[src/rtl/noc_sa_pkg.sv]
// Shared types and direction encodings for the switch allocator.
package noc_sa_pkg;

  typedef enum logic {
    SA_IDLE   = 1'b0,
    SA_LOCKED = 1'b1
  } sa_state_t;

  localparam int unsigned DIR_NORTH = 0;
  localparam int unsigned DIR_EAST  = 1;
  localparam int unsigned DIR_SOUTH = 2;
  localparam int unsigned DIR_WEST  = 3;
  localparam int unsigned DIR_LOCAL = 4;

endpackage

[src/rtl/rr_arbiter_n.sv]
// Round-robin arbiter: first requester scanning last+1, last+2, ... modulo N_PORTS.
module rr_arbiter_n #(
  parameter int unsigned N_PORTS = 5,
  parameter int unsigned PTR_W   = $clog2(N_PORTS)
) (
  input  logic [N_PORTS-1:0] req,
  input  logic [PTR_W-1:0]   last,
  output logic [N_PORTS-1:0] grant,
  output logic [PTR_W-1:0]   idx,
  output logic               any
);

  int unsigned      cand;
  logic [PTR_W-1:0] cidx;

  always_comb begin
    grant = '0;
    idx   = '0;
    any   = 1'b0;
    cand  = 0;
    cidx  = '0;
    for (int unsigned k = 1; k <= N_PORTS; k++) begin
      // explicit wrap so non-power-of-2 port counts scan correctly
      cand = last + k;
      if (cand >= N_PORTS) cand = cand - N_PORTS;
      cidx = cand[PTR_W-1:0];
      if (!any && req[cidx]) begin
        any         = 1'b1;
        grant[cidx] = 1'b1;
        idx         = cidx;
      end
    end
  end

endmodule

[src/rtl/switch_allocator_rr.sv]
// Per-output round-robin switch allocator with wormhole lock and credit gating.
// Optional per-output grant counters when SA_PERF_CNT_EN is defined.
module switch_allocator_rr
  import noc_sa_pkg::*;
#(
  parameter int unsigned N_PORTS = 5,
  parameter int unsigned PTR_W   = $clog2(N_PORTS)
) (
  input  logic                          clk,
  input  logic                          reset_n,
  input  logic [0:N_PORTS-1]            i_req,
  input  logic [0:N_PORTS-1][PTR_W-1:0] i_req_dir,
  input  logic [0:N_PORTS-1]            i_tail,
  input  logic [0:N_PORTS-1]            i_credit_avail,
  output logic [0:N_PORTS-1]            o_in_grant,
  output logic [0:N_PORTS-1]            o_out_valid,
  output logic [0:N_PORTS-1][PTR_W-1:0] o_out_sel
`ifdef SA_PERF_CNT_EN
  ,
  output logic [0:N_PORTS-1][31:0]      o_grant_cnt
`endif
);

  sa_state_t        state_q [N_PORTS];
  sa_state_t        state_d [N_PORTS];
  logic [PTR_W-1:0] owner_q [N_PORTS];
  logic [PTR_W-1:0] owner_d [N_PORTS];
  logic [PTR_W-1:0] rr_q    [N_PORTS];
  logic [PTR_W-1:0] rr_d    [N_PORTS];

  logic [N_PORTS-1:0] elig      [N_PORTS];
  logic [N_PORTS-1:0] arb_grant [N_PORTS];
  logic [PTR_W-1:0]   arb_idx   [N_PORTS];
  logic               arb_any   [N_PORTS];

  logic [0:N_PORTS-1] in_grant;
  logic [0:N_PORTS-1] out_valid;
  logic [PTR_W-1:0]   out_sel [N_PORTS];

  always_comb begin
    for (int unsigned o = 0; o < N_PORTS; o++) begin
      elig[o] = '0;
      for (int unsigned i = 0; i < N_PORTS; i++)
        elig[o][i] = i_req[i] && (i_req_dir[i] == PTR_W'(o));
    end
  end

  for (genvar g = 0; g < N_PORTS; g++) begin : g_arb
    rr_arbiter_n #(
      .N_PORTS(N_PORTS),
      .PTR_W  (PTR_W)
    ) u_arb (
      .req  (elig[g]),
      .last (rr_q[g]),
      .grant(arb_grant[g]),
      .idx  (arb_idx[g]),
      .any  (arb_any[g])
    );
  end

  always_comb begin
    in_grant  = '0;
    out_valid = '0;
    for (int unsigned o = 0; o < N_PORTS; o++) begin
      out_sel[o] = '0;
      state_d[o] = state_q[o];
      owner_d[o] = owner_q[o];
      rr_d[o]    = rr_q[o];
      case (state_q[o])
        SA_IDLE: begin
          if (i_credit_avail[o] && arb_any[o]) begin
            out_valid[o] = 1'b1;
            out_sel[o]   = arb_idx[o];
            for (int unsigned i = 0; i < N_PORTS; i++)
              if (arb_grant[o][i]) in_grant[i] = 1'b1;
            if (i_tail[arb_idx[o]]) begin
              rr_d[o] = arb_idx[o];
            end else begin
              state_d[o] = SA_LOCKED;
              owner_d[o] = arb_idx[o];
            end
          end
        end
        SA_LOCKED: begin
          if (i_req[owner_q[o]] && (i_req_dir[owner_q[o]] == PTR_W'(o)) &&
              i_credit_avail[o]) begin
            out_valid[o]         = 1'b1;
            out_sel[o]           = owner_q[o];
            in_grant[owner_q[o]] = 1'b1;
            if (i_tail[owner_q[o]]) begin
              state_d[o] = SA_IDLE;
              rr_d[o]    = owner_q[o];
            end
          end
        end
        default: state_d[o] = SA_IDLE;
      endcase
    end
  end

  always_ff @(posedge clk or negedge reset_n) begin
    if (!reset_n) begin
      for (int unsigned o = 0; o < N_PORTS; o++) begin
        state_q[o] <= SA_IDLE;
        owner_q[o] <= '0;
        rr_q[o]    <= PTR_W'(N_PORTS - 1);
      end
    end else begin
      for (int unsigned o = 0; o < N_PORTS; o++) begin
        state_q[o] <= state_d[o];
        owner_q[o] <= owner_d[o];
        rr_q[o]    <= rr_d[o];
      end
    end
  end

  assign o_in_grant  = reset_n ? in_grant  : '0;
  assign o_out_valid = reset_n ? out_valid : '0;

  for (genvar g = 0; g < N_PORTS; g++) begin : g_out
    assign o_out_sel[g] = reset_n ? out_sel[g] : '0;

    a_owner_dir_stable : assert property (
      @(posedge clk) disable iff (!reset_n)
      (state_q[g] == SA_LOCKED && i_req[owner_q[g]]) |->
        (i_req_dir[owner_q[g]] == PTR_W'(g))
    );
  end

`ifdef SA_PERF_CNT_EN
  logic [31:0] grant_cnt [N_PORTS];

  always_ff @(posedge clk or negedge reset_n) begin
    if (!reset_n) begin
      for (int unsigned o = 0; o < N_PORTS; o++) grant_cnt[o] <= '0;
    end else begin
      for (int unsigned o = 0; o < N_PORTS; o++)
        if (out_valid[o] && (grant_cnt[o] != '1))
          grant_cnt[o] <= grant_cnt[o] + 32'd1;
    end
  end

  for (genvar g = 0; g < N_PORTS; g++) begin : g_cnt
    assign o_grant_cnt[g] = grant_cnt[g];
  end
`endif

endmodule

[config.mk]
export PLATFORM = sky130hd
export DESIGN_NAME = switch_allocator_rr
export DESIGN_NICKNAME = d
export VERILOG_FILES = /design/src/rtl/noc_sa_pkg.sv /design/src/rtl/rr_arbiter_n.sv /design/src/rtl/switch_allocator_rr.sv
export SDC_FILE = /design/constraint.sdc
export NUM_CORES = 1
export LEC_CHECK = 0
export ABC_AREA = 1
export BUFFER_PORTS_ARGS = -buffer_cell sky130_fd_sc_hd__buf_2
export CAP_MARGIN = 20
export CORE_MARGIN = 2
export CORE_UTILIZATION = 44
export CTS_CLUSTER_SIZE = 25
export DETAILED_ROUTE_END_ITERATION = 7
export GPL_ROUTABILITY_DRIVEN = 0
export GPL_TIMING_DRIVEN = 0
export PLACE_DENSITY = 0.6
export SLEW_MARGIN = 40
export SYNTH_ARGS = -nofsm -noshare
export SYNTH_HDL_FRONTEND = slang
export SYNTH_HIERARCHICAL = 1
export SYNTH_SLANG_ARGS = --single-unit
export TNS_END_PERCENT = 30
[constraint.sdc]
create_clock -name clk -period 3.5 [get_ports clk]
set_input_delay 0 -clock clk [delete_from_list [all_inputs] [get_ports clk]]
set_output_delay 0 -clock clk [all_outputs]
set_load 0.01 [all_outputs]
**Yosys cells after proc, flatten, opt, wreduce, memory -nomap -nowiden**

Index checks and enable logic that the tools add are counted.

- Add/subtract/negate cells: 50
- Multiply operators: 0
- Div/mod/pow operators: 0
- Order comparisons: 90
- Equality and inequality tests: 44
- Shift-type cells: 0
- Mux-type cells: 397
- Bitwise operators: 44
- Reductions and logical operators: 126

Operators with widths:

| operator | count |
|---|---|
| $mux 3 | 95 |
| $mux 5 | 37 |
| $mux 1 | 165 |
| $bmux 1 s3 | 40 |
| $or 5x5->5 | 24 |
| $ge 4x3->1 const B | 25 |
| $lt 3x4->1 const B | 25 |
| $demux 1 s3 | 30 |
| $logic_and 1x1->1 | 90 |
| $ge 3x1->1 const B | 25 |
| $sub 3x3->3 const B | 25 |
| $pmux 3 s2 | 10 |
| $pmux 5 s2 | 5 |
| $bmux 3 s3 | 5 |
| $add 3x2->4 const B | 10 |
| $add 3x3->4 const B | 10 |
| $ge 4x4->1 const B | 10 |
| $not 3->4 | 10 |
| $eq 3x2->1 const B | 12 |
| $add 3x1->4 const B | 5 |
| $logic_not 1->1 | 20 |
| $lt 4x1->1 const B | 5 |
| $ne 2x1->1 const B | 10 |
| $ne 2x2->1 const B | 10 |
| 7 further kinds | 48 |

- Register bits: 35
- Bits in latches: 0
- Memory bits (writable): 0
- ROM bits: 0
- Input bits: 32
- Output and inout port bits: 25
- Memories kept: 0

**Logic depth before layout (Yosys ltp)**

Gate-level depths: netlist of run 1.

- Word-level depth: 34
- Mapped depth: 26
- Depth with buffers taken out: 25

**Cells and area by module**

Netlist of run 1, hierarchy kept.

By module, submodules not included:

| module | times used | cells an instance | area each (µm²) |
|---|---|---|---|
| rr_arbiter_n (g_arb[0].u_arb ...) | 4 | 221 | 1296.2 |
| switch_allocator_rr | 1 | 673 | 3886.2 |
| rr_arbiter_n (g_arb[4].u_arb) | 1 | 227 | 1266.2 |

**Worst setup path before layout of run 1**

Ideal clock, no wire load.

- Kind: flip-flop to flip-flop
- Start: register rr_q[9] (netlist bit)
- End: register owner_q[11] (netlist bit)
- Setup time: 127 ps
- Arrival time: 3279 ps
- Data required time: 3373 ps
- Slack: 94 ps
- Stages on the path, launching flop included: 25
- Buffers on the path: 0
- Period minus slack after synthesis: 3406 ps
- Path through: dfrtp_1 inv_2 ha_1 inv_1 fa_1 inv_1 nand2_4 nand2_1 nand2_1 nor2_1 nand3_1 nand2_1 nor2_4 nor2_8 nand2_4 nor2_8 nand3_1 nand3_1 inv_1 nor2_1 o21ai_0 a211oi_1 nand2_1 nand2_1 o21ai_0

RTL lines:

| element | line | source |
|---|---|---|
| start: declaration | switch_allocator_rr.sv:28 | `logic [PTR_W-1:0] rr_q [N_PORTS];` |
| start signal: indexed assignment | switch_allocator_rr.sv:106 | `rr_q[o] <= PTR_W'(N_PORTS - 1);` |
| start signal: indexed assignment | switch_allocator_rr.sv:112 | `rr_q[o] <= rr_d[o];` |
| end signal: indexed assignment | switch_allocator_rr.sv:111 | `owner_q[o] <= owner_d[o];` |
| end: declaration | switch_allocator_rr.sv:26 | `logic [PTR_W-1:0] owner_q [N_PORTS];` |

==> flow_summary.ini, run 1 <==
[setup_path]
path_max_fanout = 6
end_kind = output port
rrSetupSlack_ns = -0.11
cp-start-kind = flip-flop
worstPathArrival_ns = 3.71
required_ns = 3.50
critPathKind = flip-flop to output port

[synth]
yosysMostFrequentCell = nand2_1
synth_edf_count = 0
syn_inst = 1784
ys_ff_latch = 35
synthesis.nets = 1875
yosys_warnings = 6
seq_area_frac_synth = 0.0853
synth_area_um2 = 10300
ys.flop_type = dfrtp_1
yosys-top-cells-count = nand2_1 (469), nand3_1 (226), nor2_1 (225)
async_reset_ff_frac = 1.00
ys_types = 59
yosys-top-cells-area = nand2_1 (17%), nand3_1 (11%), nor2_1 (8.2%), dfrtp_1 (7.3%), inv_1 (6.9%)
synth_top_cell_area_share = 0.170
yosysTopAreaCell = nand2_1
syn-mean-instance-area_um2 = 5.79

[flow_run]
drv_cap = 0

[global_route]
track_usage = 0.283
grt-ovfl-total = 0
first_global_vias = 11200
antenna_found_initial = 1
grt_max_degree = 43
grt_pass1_wl_mm = 56.4

[drt]
routedWlPerCell_um = 16.1
dr.pass1.iters = 5
viasPerCell = 5.49
vias = 12500
drc = 0
drt-initial-drc-count = 1066
drt_wl_total_mm = 36.5
postRouteAntennaNets = 0

[floorplanning]
start_util = 0.444
fp.dieW_um = 157
row_count = 56
dieArea_um2 = 24700
fp.dieH_um = 157
core-area_um2 = 23300
io_pins = 57

[clock_network]
numCtsBuffers = 5
h-tree-depth = 2
clk_pin_slew_ns = 0.06
cts_tree = built
clockBufferDepth = 2
cts.sinks = 35
root_buffer = clkbuf_16
clock_latency_ns = 0.30

[timing]
setup_tns_ns = -0.938
tightest_slew_ns = 0.995
slew_violations = 0
post-route-min-period_ns = 3.71
max_freq_ghz = 0.269
final.setup_skew_ns = 0.00387
relSlewSlack = 0.332
setup_ws_ns = -0.214
rsz0062_at_grt = true
timing.final.crit_share = 1.06
setup-violations-final = 8
hold_viol = 0

[status]
status = complete, but fails checks
violations = negative setup slack

[layout]
area.growth.synth_to_final_pct = 27.9
multiInputGateArea_um2 = 9490
post-route-util = 0.568
drive_gt1_frac = 0.343
fill_cells = 2385
regArea_um2 = 895
layout.nets = 2039

[placement]
io_buffers = 54
dpl.hpwl_mm = 27.3

[worst_hold_path]
hold_path_class = input pin to flip-flop
layout by cell type (no fill, tap or decap), types with 8 or more instances in the layout:
cell type and count:
nand2_2 93, o21ai_0 40, buf_2 65, o211ai_1 9
buf_6 20, a21oi_2 19, nand2_4 29, dfrtp_2 10
inv_1 158, xor2_2 10, dfrtp_1 20, nand4_1 62
ha_4 8, o21ai_2 33, a21oi_4 12, nor2_8 8
inv_4 12, ha_1 40, nor2_2 35, nor2_1 188
buf_4 93, and2_1 9, nand3_2 37, nand3_4 19
nor3_1 26, nand3_1 190, nor3_2 9, o21ai_1 39
nor2_4 31, a21oi_1 40, inv_2 55, nand2_1 417
layer usage:
metal | wire length [um] | track usage | up-vias
met5 | 0 | 0 | -
met4 | 1050 | 0.0827 | 0
met3 | 1810 | 0.0281 | 68
met2 | 17100 | 0.477 | 362
met1 | 16500 | 0.381 | 5808
li1 | - | - | 6216
critical path, cell delays in order, from the launching register on:
cell and delay (ns):
dfrtp_2 0.43, buf_12 0.14, clkinv_8 0.05, ha_4 0.13, inv_2 0.03, fa_2 0.38
nor2_1 0.16, nor2_2 0.06, buf_6 0.14, nor2_4 0.12, nand3_2 0.09, nand2_2 0.09
nor2_4 0.04, nor2_4 0.16, nand2_4 0.06, or3_4 0.38, nand2_4 0.08, nor2_4 0.05
a22o_1 0.22, a21oi_2 0.12, nand3_2 0.11, nor2_4 0.15, a21oi_2 0.07, buf_2 0.16
path summary, 6_finish.rpt:
kind / start / end / depth (start not counted)
worst max-delay path: rr_q[0] / o_in_grant[2] / 23
worst min-delay path: i_credit_avail[0] / state_q[4] / 4
worst max register to register: rr_q[0] / rr_q[1] / 27
worst min register to register: rr_q[2] / rr_q[2] / 2
max in group asynchronous: reset_n / rr_q[12] / 2
min in group asynchronous: reset_n / rr_q[6] / 2
timing repair:
item | in CTS | in global routing
resized for setup | 103 | 255
setup endpoints to repair | 59 | 59
gates cloned | 0 | 1
hold buffers | 1 | 0
setup buffers | 53 | 48
pin swaps | 47 | 110
hold endpoints to repair | 30 | 0
logic make-up after synthesis:
kind of cell | share of synthesized area
AND/OR/NAND/NOR | 0.565
buffers and inverters | 0.108
AO/OA/AOI/OAI | 0.142
adder cells (fa/ha/maj) | 0.0750
flip-flops | 0.0853
XOR/XNOR | 0.0241
metrics by stage:
stage / setup slack, ns / instances / hold slack, ns / area (um2)
6_report: -0.214 / 2269 / 0.250 / 13200
2_1_floorplan: 0.0939 / 1784 / -0.296 / 10300
3_3_place_gp: -0.544 / 2157 / 0.240 / 11000
3_5_place_dp: -0.554 / 2157 / 0.0475 / 11100
5_1_grt: -0.366 / 2269 / 0.275 / 13200
4_1_cts: -0.231 / 2219 / 0.239 / 11900
registers in the layout, indices dropped and copies added (netlist names):
name,flops
owner_q,15
state_q,5
rr_q,15
layout make-up:
cell class | instances | area share
antenna | 1 | 0.000189
buffer | 37 | 0.0206
clock buffer | 7 | 0.0108
clock inverter | 1 | 0.000379
inverter | 230 | 0.0691
multi-input combinational | 1483 | 0.718
sequential | 35 | 0.0677
tap | 319 | 0.0302
timing repair buffer | 156 | 0.0834
Power of run 1 is not shown: default switching activity piles up to over one toggle a cycle in this logic, so the estimate is an artifact.
==> inputs of run 2 (changes only) <==
SETUP_SLACK_MARGIN = 0.15   (was unset)
clock period = 3.35 ns   (was 3.5 ns; I/O delays follow)
==> run 2 against run 1 <==
  * Via count rose by 2.1%
  * Non-clock buffer count rose by 12
  * Clock skew rose by 0.0041 ns
  * Hold slack got worse by 0.020 ns
  * Critical endpoint unchanged
  * Setup slack got worse by 0.17 ns
  * First-iteration DRC count fell by 6.4%
  * Routed wire length rose by 2.7%
  * Final cell count rose by 0.48%
  * Register-to-register slack got worse by 0.09 ns
  * The flow still finishes with violations (negative setup slack)
  * Critical path type unchanged
==> flow_summary.ini, run 2 (synthesis results as in run 1) <==
[timing]
max_freq_ghz = 0.268
hold_viol = 0
timing.final.crit_share = 1.11
setup_ws_ns = -0.380
slew_violations = 0
rsz0062_at_grt = true
post-route-min-period_ns = 3.73
relSlewSlack = 0.424
setup-violations-final = 42
tightest_slew_ns = 0.864
final.setup_skew_ns = 0.00798

[setup_path]
reg2reg_to = rr_q[0]
slowest_delay_ns = 0.42
crit_family = simple AND/OR/NAND/NOR gates
end_kind = output port
path_common_cell = nor2_4
crit_start = rr_q[0]
cp_slowest_cell = dfrtp_2
rr_worst_depth = 27
crit_cells = 24
worstReg2RegStart = rr_q[0]
critical_path.cell_chain = buf_12 -> clkinv_8 -> ha_4 -> inv_2 -> fa_2 -> inv_2 -> o21ai_4 -> nand2_1 -> nand2_2 -> nor2_4 -> nand3_2 -> nand2_2 -> nor2_4 -> nor2_4 -> nand2_4 -> or3_1 -> nand2_2 -> nor2_4 -> a22o_1 -> a21oi_2 -> nand3_1 -> nor2_2 -> a21oi_2 -> buf_2
required_ns = 3.35
critical_path_buf_inv_count = 5
crit_end = o_in_grant[2]
rrSetupSlack_ns = -0.20
worstPathArrival_ns = 3.73
cp-start-kind = flip-flop
path_max_fanout = 4
critPathKind = flip-flop to output port

[clock_network]
clk_pin_slew_ns = 0.06
numCtsBuffers = 5
root_buffer = clkbuf_16
clockBufferDepth = 2
h-tree-depth = 2
clock_latency_ns = 0.30
cts.sinks = 35
cts_tree = built

[floorplanning]
core-area_um2 = 23300
fp.dieW_um = 157
dieArea_um2 = 24700
start_util = 0.444
io_pins = 57
fp.dieH_um = 157
row_count = 56

[drt]
drc = 0
viasPerCell = 5.58
vias = 12700
routedWlPerCell_um = 16.4
drt_wl_total_mm = 37.5
drt-initial-drc-count = 998
dr.pass1.iters = 5
postRouteAntennaNets = 0

[placement]
dpl.hpwl_mm = 27.6
io_buffers = 54
postPlaceCellArea_um2 = 11200

[worst_hold_path]
hold_path_class = input pin to flip-flop

[global_route]
grt_pass1_wl_mm = 58.6
antenna_found_initial = 0
first_global_vias = 11600
grt-ovfl-total = 0
grt_max_degree = 43
track_usage = 0.295

[layout]
final_common_cell = nand2_1
multiInputGateArea_um2 = 9630
stdcell_area_um2 = 13500
fill_cells = 2338
area.growth.synth_to_final_pct = 30.7
drive_gt1_frac = 0.357
top_regs = owner_q: 15 flops, rr_q: 15 flops, state_q: 5 flops
layout.nets = 2051
regArea_um2 = 895
n_antenna_cell = 0
mostFrequentLayoutCells = nand2_1 (415), nand3_1 (189), nor2_1 (180)

[flow_run]
drv_cap = 0

[status]
violations = negative setup slack
status = complete, but fails checks
-- run 2: changes by cell type in the layout (fill, tap and decap cells not counted), moves of 4 or more --
cell and delta:
o21ai_2 -4, nand2_4 -4, buf_6 +7, o21ai_1 +11, ha_1 -6, nor2_1 -8
nor2_2 +5, buf_4 +6, o21ai_0 -6, ha_4 +5
-- run 2: worst min-delay path by stage --
stage,cells after the start,to,slack [ns],from
after floorplan,0,owner_q[0],-0.30,reset_n
after global placement,1,rr_q[0],0.25,reset_n
after detailed placement,1,rr_q[0],0.05,reset_n
after CTS,6,state_q[0],0.22,i_credit_avail[4]
after global routing,5,state_q[2],0.27,i_credit_avail[2]
final,6,state_q[0],0.23,i_credit_avail[4]
-- run 2: timing repair --
action                                  CTS  global route
hold buffers                              1             0
buffers inserted                         79            34
gates cloned                              1             0
endpoints found under the hold margin    30             0
resized for setup                       192           172
endpoints found under the setup margin   60            60
pin swaps                                97            78
-- run 2: metrics by stage --
step	hold slack, ns	std cells	utilization	setup TNS [ns]	worst slack [ns]
3_5_place_dp	0.0487	2157	0.480	-13.01	-0.429
6_report	0.231	2280	0.581	-4.40	-0.380
3_3_place_gp	0.248	2157	0.478	-12.21	-0.444
4_1_cts	0.218	2246	0.541	-3.59	-0.329
2_1_floorplan	-0.296	1784	-	0	0.134
5_1_grt	0.272	2280	0.581	-16.15	-0.532
-- run 2: worst reg2reg max path, cell delays in order, from the launching register on --
cell and delay [ns]:
dfrtp_2 0.42, buf_12 0.14, clkinv_8 0.04, ha_4 0.12
inv_2 0.04, fa_2 0.42, inv_2 0.11, buf_6 0.10
a21oi_4 0.05, nor2_4 0.24, nor2_4 0.08, nand3_2 0.10
nand2_2 0.07, nor2_4 0.10, nor2_4 0.05, buf_4 0.16
nand2_4 0.07, nor2_1 0.04, nor2_1 0.15, nand3_2 0.14
a21oi_1 0.15, o21ai_1 0.07, o21ai_1 0.10, a21oi_2 0.09
nor2_1 0.12, nand2_2 0.11, nand2_1 0.07, o21ai_1 0.06
-- run 2: layer usage --
| metal | up-vias | GRT usage | wire length (um) |
|---|---|---|---|
| met3 | 89 | 0.0245 | 2200 |
| met1 | 5943 | 0.397 | 16200 |
| met4 | 0 | 0.0948 | 1110 |
| li1 | 6240 | - | - |
| met2 | 445 | 0.498 | 18000 |
| met5 | - | 0 | 0 |
-- run 2: area by class of cell --
| type | instances | area share |
|---|---|---|
| Tap cell | 319 | 0.0295 |
| Clock buffer | 7 | 0.0113 |
| Sequential cell | 35 | 0.0662 |
| Clock inverter | 1 | 0.000556 |
| Inverter | 230 | 0.0693 |
| Buffer | 37 | 0.0217 |
| Timing Repair Buffer | 168 | 0.0887 |
| Multi-Input combinational cell | 1483 | 0.713 |
Power of run 2 is left out for the same reason.
